<file path="config.mk">
export PLATFORM = sky130hd
export DESIGN_NAME = mem_access_ctrl
export DESIGN_NICKNAME = d
export VERILOG_FILES = /design/src/rtl/mem_pkg.sv /design/src/rtl/rr_arbiter2.sv /design/src/rtl/mem_access_ctrl.sv
export SDC_FILE = /design/constraint.sdc
export NUM_CORES = 1
export LEC_CHECK = 0
export BUFFER_PORTS_ARGS = -buffer_cell sky130_fd_sc_hd__buf_2
export CELL_PAD_IN_SITES_DETAIL_PLACEMENT = 2
export CELL_PAD_IN_SITES_GLOBAL_PLACEMENT = 2
export CORE_ASPECT_RATIO = 0.9
export CORE_MARGIN = 8
export CORE_UTILIZATION = 28
export CTS_CLUSTER_DIAMETER = 60
export DETAILED_ROUTE_END_ITERATION = 16
export PLACE_DENSITY = 0.74
export SYNTH_ARGS = -nofsm -noshare
export SYNTH_HDL_FRONTEND = slang
export SYNTH_SLANG_ARGS = --single-unit
</file>
<file path="constraint.sdc">
create_clock -name clk -period 2.1 [get_ports clk]
set_clock_uncertainty 0.1 [all_clocks]
set_input_delay 0 -clock clk [delete_from_list [all_inputs] [get_ports clk]]
set_output_delay 0 -clock clk [all_outputs]
set_load 0.01 [all_outputs]
</file>
<file path="src/rtl/mem_pkg.sv">
// Shared types for the RAM access controller: FSM states, grant encoding and
// the RAM read_write pin levels.
package mem_pkg;

    typedef enum logic [2:0] {
        IDLE    = 3'd0,
        RD_WAIT = 3'd1,
        ST_ADDR = 3'd2,
        ST_PRE  = 3'd3,
        ST_DATA = 3'd4
    } mem_state_t;

    typedef enum logic {
        GRANT_IF = 1'b0,
        GRANT_LS = 1'b1
    } grant_t;

    localparam logic READ  = 1'b1;
    localparam logic WRITE = 1'b0;

endpackage

</file>
<file path="src/rtl/rr_arbiter2.sv">
// Two-requester round-robin arbiter. Grants are combinational and only issued
// while enabled; the pointer remembers who won the last transfer.
module rr_arbiter2
    import mem_pkg::*;
(
    input  logic clk,
    input  logic rst_n,
    input  logic i_en,
    input  logic i_req_if,
    input  logic i_req_ls,
    output logic o_gnt_if,
    output logic o_gnt_ls
);

    grant_t r_last_grant;

    always_comb begin
        o_gnt_if = 1'b0;
        o_gnt_ls = 1'b0;
        if (i_en) begin
            if (i_req_if && i_req_ls) begin
                // Contention: the side that did not win last time goes first.
                if (r_last_grant == GRANT_IF) o_gnt_ls = 1'b1;
                else                          o_gnt_if = 1'b1;
            end else begin
                o_gnt_if = i_req_if;
                o_gnt_ls = i_req_ls;
            end
        end
    end

    // A grant is only raised against a valid request, so a grant is a transfer.
    always_ff @(posedge clk or negedge rst_n) begin
        if (!rst_n)        r_last_grant <= GRANT_IF;
        else if (o_gnt_ls) r_last_grant <= GRANT_LS;
        else if (o_gnt_if) r_last_grant <= GRANT_IF;
    end

endmodule

</file>
<file path="src/rtl/mem_access_ctrl.sv">
// Initiator-side controller for the single-port RAM: arbitrates fetch vs
// load/store and sequences the RAM pins, including the change-triggered store.
module mem_access_ctrl
    import mem_pkg::*;
#(
    parameter int DATA_SIZE    = 32,
    parameter int ADDRESS_SIZE = 16,
    parameter int WAIT_CYCLES  = 1
) (
    input  logic                    clk,
    input  logic                    rst_n,
    input  logic                    if_req_valid,
    output logic                    if_req_ready,
    input  logic [ADDRESS_SIZE-1:0] if_addr,
    output logic                    if_rsp_valid,
    output logic [DATA_SIZE-1:0]    if_rsp_instr,
    input  logic                    ls_req_valid,
    output logic                    ls_req_ready,
    input  logic                    ls_req_write,
    input  logic [ADDRESS_SIZE-1:0] ls_addr,
    input  logic [DATA_SIZE-1:0]    ls_wdata,
    output logic                    ls_rsp_valid,
    output logic [DATA_SIZE-1:0]    ls_rsp_rdata,
    output logic                    ram_read_write,
    output logic [ADDRESS_SIZE-1:0] ram_address,
    output logic [DATA_SIZE-1:0]    ram_data_in,
    input  logic [DATA_SIZE-1:0]    ram_data_out,
    input  logic [DATA_SIZE-1:0]    ram_fetch_out,
    output logic                    busy
);

    localparam logic [3:0] LAST_CNT = 4'(WAIT_CYCLES - 1);

    mem_state_t               r_state;
    logic [3:0]               r_cnt;
    logic                     r_is_fetch;
    logic [DATA_SIZE-1:0]     r_wdata;
    logic                     r_rw;
    logic [ADDRESS_SIZE-1:0]  r_address;
    logic [DATA_SIZE-1:0]     r_data_in;
    logic                     r_if_rsp_valid;
    logic [DATA_SIZE-1:0]     r_if_rsp_instr;
    logic                     r_ls_rsp_valid;
    logic [DATA_SIZE-1:0]     r_ls_rsp_rdata;

    logic w_idle;
    logic w_gnt_if;
    logic w_gnt_ls;

    assign w_idle = (r_state == IDLE);

    rr_arbiter2 u_arb (
        .clk      (clk),
        .rst_n    (rst_n),
        .i_en     (w_idle),
        .i_req_if (if_req_valid),
        .i_req_ls (ls_req_valid),
        .o_gnt_if (w_gnt_if),
        .o_gnt_ls (w_gnt_ls)
    );

    assign if_req_ready   = w_gnt_if;
    assign ls_req_ready   = w_gnt_ls;
    assign if_rsp_valid   = r_if_rsp_valid;
    assign if_rsp_instr   = r_if_rsp_instr;
    assign ls_rsp_valid   = r_ls_rsp_valid;
    assign ls_rsp_rdata   = r_ls_rsp_rdata;
    assign ram_read_write = r_rw;
    assign ram_address    = r_address;
    assign ram_data_in    = r_data_in;
    assign busy           = !w_idle;

    always_ff @(posedge clk or negedge rst_n) begin
        if (!rst_n) begin
            r_state        <= IDLE;
            r_cnt          <= '0;
            r_is_fetch     <= 1'b0;
            r_wdata        <= '0;
            r_rw           <= READ;
            r_address      <= '0;
            r_data_in      <= '0;
            r_if_rsp_valid <= 1'b0;
            r_if_rsp_instr <= '0;
            r_ls_rsp_valid <= 1'b0;
            r_ls_rsp_rdata <= '0;
        end else begin
            r_if_rsp_valid <= 1'b0;
            r_ls_rsp_valid <= 1'b0;
            case (r_state)
                IDLE: begin
                    if (w_gnt_if) begin
                        r_state    <= RD_WAIT;
                        r_is_fetch <= 1'b1;
                        r_address  <= if_addr;
                        r_cnt      <= '0;
                    end else if (w_gnt_ls) begin
                        r_is_fetch <= 1'b0;
                        r_address  <= ls_addr;
                        r_cnt      <= '0;
                        if (ls_req_write) begin
                            r_state <= ST_ADDR;
                            r_rw    <= WRITE;
                            r_wdata <= ls_wdata;
                        end else begin
                            r_state <= RD_WAIT;
                        end
                    end
                end
                RD_WAIT: begin
                    if (r_cnt == LAST_CNT) begin
                        r_state <= IDLE;
                        if (r_is_fetch) begin
                            r_if_rsp_valid <= 1'b1;
                            r_if_rsp_instr <= ram_fetch_out;
                        end else begin
                            r_ls_rsp_valid <= 1'b1;
                            r_ls_rsp_rdata <= ram_data_out;
                        end
                    end else begin
                        r_cnt <= r_cnt + 4'd1;
                    end
                end
                // The RAM only writes when data_in changes, so force two
                // transitions: first to ~wdata, then to wdata.
                ST_ADDR: begin
                    r_state   <= ST_PRE;
                    r_data_in <= ~r_wdata;
                end
                ST_PRE: begin
                    r_state   <= ST_DATA;
                    r_data_in <= r_wdata;
                end
                ST_DATA: begin
                    r_state        <= IDLE;
                    r_rw           <= READ;
                    r_ls_rsp_valid <= 1'b1;
                end
                default: begin
                    r_state <= IDLE;
                    r_rw    <= READ;
                end
            endcase
        end
    end

endmodule

</file>
==> impl_metrics.toml <==
[sta]
setup_viol = 60
layout_min_cycle_time_ns = 2.188
max_clock_freq_ghz = 0.4571
hold_viol_final = 0
period_share_pct = 104.2
drv_slew = 0
slew_headroom_pct = 57.69
grt_setup_unrepaired = "yes"
tightest_slew_ns = 0.6347
timing.final.ws_setup_ns = -0.08754

[die]
core.rowCount = 53
die_area_um2 = 28410
die_w_um = 176.8
pin_count = 251
die_y_um = 160.7
core_area_um2 = 23080
initial_utilization_pct = 28.23

[grt]
grt_pass1_vias = 6708
globalRouteOverflowTotal = 0
grt_pass1_wl_mm = 41.26
antenna_found_initial = 1
grt_max_degree = 65
grt.total_usage_pct = 18.87

[clock_tree]
worstSkewPairLatency_ns = 0.41
numCtsBuffers = 17
cts_tree = "yes"
clk_path_buf_depth = 2
cts.clk_slew.worst_paths_ns = 0.08
cts_num_sinks = 156
clk_root_buffer_cell = "clkbuf_16"
htree_levels = 4

[setup_path]
cpLargestDelayFamily = "simple AND/OR/NAND/NOR gates"
critical_path.startpoint = "r_cnt[1]"
criticalPathCategory = "register to register"
path_max_fanout = 8
critPathMaxStageDelay_ns = 0.45
r2r-start = "r_cnt[1]"
setup.worst_path.start_class = "register"
path_cells = "inv_2 > ha_4 > or3b_4 > or3_4 > buf_16 > mux2_4"
cp_slowest_cell = "or3_4"
r2r_setup_slack_ns = -0.09
cp.required_ns = 2.31
path_buf_inv = 2
endpoint_kind = "register"
critPathArrivalTime_ns = 2.39

[layout]
regArea_um2 = 3906
multiInputGateArea_um2 = 2534
drive_gt1_share_pct = 47.27
utilization_pct = 45.56
nets = 1039
syn_to_final_growth_pct = 61.38
final_cells = 1219
final_cell_area_um2 = 10510
fill_cells = 2317

[route]
postRouteAntennaNets = 0
wl_met3_mm = 1.706
vias = 5648
dr.pass1.iters = 4
wl_met1_mm = 10.65
wl_per_cell_um = 23.10
viasPerCell = 4.633
route.detailed.drc = 0
drt_iter0_markers = 167
maxUsedRoutingLayer = "met4"
wl_mm = 28.16
wl_met2_mm = 15.21

[synth]
synth_edf_count = 0
syn_area_per_cell_um2 = 13.11
syn_nets = 632
synthCells = 497
yosysUniqueCellTypes = 39
ys_dominant_reg_cell = "dfrtp_1"
seq_area_frac_synth_pct = 59.94
ys_ff_latch = 156
netlist_area_um2 = 6515
yosys_warnings = 0
async_flop_share_pct = 100.0

[power_and_ir_drop]
pwr_density_cell_nw_per_um2 = 1513
p_total_w = 0.01591
ir_worst_vdd_uv = 551.2
leakagePower_nw = 5.128

[placement]
globalplace.congestion = 0.7302
dp_cells = 1040
io_buffers = 250
place_area_um2 = 8210
dp_hpwl_mm = 15.51

[status]
failed_checks = "setup timing"
status = "finished with violations"

[worst_hold_path]
worst_hold_path_type = "input pin to async pin"

[flow_run]
drv_cap = 0
-- power by group --
part	internal, W	total [W]	switching, W	leakage (nW)
Clock	0.00156	0.00298	0.00142	0.269
Sequential	0.00453	0.00555	0.00102	1.86
Combinational	0.00376	0.00738	0.00362	3.00
Total	0.00985	0.0159	0.00606	5.13
-- flip-flops by register name, indices dropped and copies added (netlist names), 3 cells and up --
name          flops
r_state           3
r_wdata          32
ram_data_in      32
ram_address      16
r_cnt             4
ls_rsp_rdata     32
if_rsp_instr     32
-- path summary, 6_finish.rpt --
kind / end / depth (start not counted)
worst max-delay path: if_rsp_instr[12] / 6
min in group clk: r_wdata[23] / 3
worst min-delay path: if_rsp_instr[22] / 2
max in group asynchronous: if_rsp_instr[6] / 3
worst min register to register: ram_data_in[9] / 2
worst max register to register: if_rsp_instr[12] / 6
-- cell type report --
| type | instances | share of cell area, % |
|---|---|---|
| timing repair buffer | 423 | 29.53 |
| clock inverter | 14 | 1.202 |
| sequential | 156 | 37.15 |
| multi-input combinational | 296 | 24.10 |
| inverter | 10 | 0.3570 |
| tap | 302 | 3.594 |
| antenna | 1 | 0.02380 |
| clock buffer | 17 | 4.046 |
-- repair_timing --
| action | 4_1_cts | 5_1_grt |
|---|---|---|
| hold endpoints to repair | 272 | 0 |
| hold buffers | 133 | 0 |
| buffers inserted | 5 | 1 |
| pin swaps | 3 | 0 |
| gates resized for setup | 21 | 27 |
| endpoints found under the setup margin | 64 | 66 |
| cloned | 4 | 4 |
-- worst register-to-register path: cells and delay by family, from the launching register on --
family	cells	cell delay [ns]
flops	1	0.40
mux	1	0.32
fa+ha+maj	1	0.14
buf+inv	2	0.30
simple gates	2	0.83
-- metal layers --
| metal | global-route usage, % | vias up |
|---|---|---|
| li1 | - | 2542 |
| met1 | 20.35 | 2880 |
| met2 | 34.49 | 190 |
| met3 | 5.539 | 36 |
| met4 | 6.376 | 0 |
| met5 | 0 | - |
-- metrics by stage --
stage | worst slack (ns) | setup TNS [ns] | hold slack, ns
floorplan | -0.04383 | -1.458 | -0.3956
global placement | -0.1003 | -3.282 | -0.05183
detailed placement | -0.1732 | -7.763 | -0.05576
CTS | -0.04222 | -0.7627 | 0.05417
global route | -0.1180 | -5.338 | 0.06982
finish | -0.08754 | -2.717 | 0.04527
-- synthesized netlist by cell type, types with 2 or more instances --
cell | count | area share [%]
mux2_2 | 68 | 12
nor3_2 | 2 | 0.31
ha_1 | 2 | 0.38
or3_1 | 2 | 0.19
a221oi_1 | 2 | 0.27
nand2_1 | 34 | 2.0
a21oi_1 | 20 | 1.5
xor2_1 | 32 | 4.3
dfrtp_1 | 155 | 60
o21bai_1 | 2 | 0.23
buf_12 | 2 | 0.61
nand2b_1 | 2 | 0.19
a31oi_1 | 17 | 1.6
buf_2 | 7 | 0.54
nand3_1 | 17 | 1.3
buf_6 | 2 | 0.35
inv_1 | 10 | 0.58
o21ai_0 | 50 | 3.8
clkbuf_1 | 20 | 1.2
buf_1 | 3 | 0.17
nor2b_1 | 2 | 0.19
mux2_4 | 29 | 6.7
-- cells by family (layout without fill, tap and decap cells) --
kind of cell             after synthesis  in the layout  share of synthesized area (%)
flip-flops                           156            156                          59.94
multiplexers                          97             97                          18.44
AO/OA/AOI/OAI                         96             96                          8.105
AND/OR/NAND/NOR                       69             69                          5.205
buffers and inverters                 45            464                          3.630
XOR/XNOR                              32             32                          4.302
adder cells (fa/ha/maj)                2              2                         0.3840
other                                  0              1                              0
-- cells in the final DEF, fill, tap and decap left out, types with 4 or more instances in the layout --
| master | n |
|---|---|
| a21oi_1 | 20 |
| a31oi_1 | 17 |
| buf_12 | 4 |
| buf_16 | 4 |
| buf_2 | 249 |
| buf_4 | 24 |
| buf_6 | 5 |
| clkbuf_16 | 21 |
| dfrtp_1 | 154 |
| dlygate4sd3_1 | 133 |
| inv_1 | 8 |
| inv_6 | 6 |
| inv_8 | 4 |
| mux2_2 | 36 |
| mux2_4 | 61 |
| nand2_1 | 33 |
| nand3_1 | 17 |
| o21ai_0 | 50 |
| xor2_1 | 32 |
Note: power is estimated with default switching activity, not from simulation.
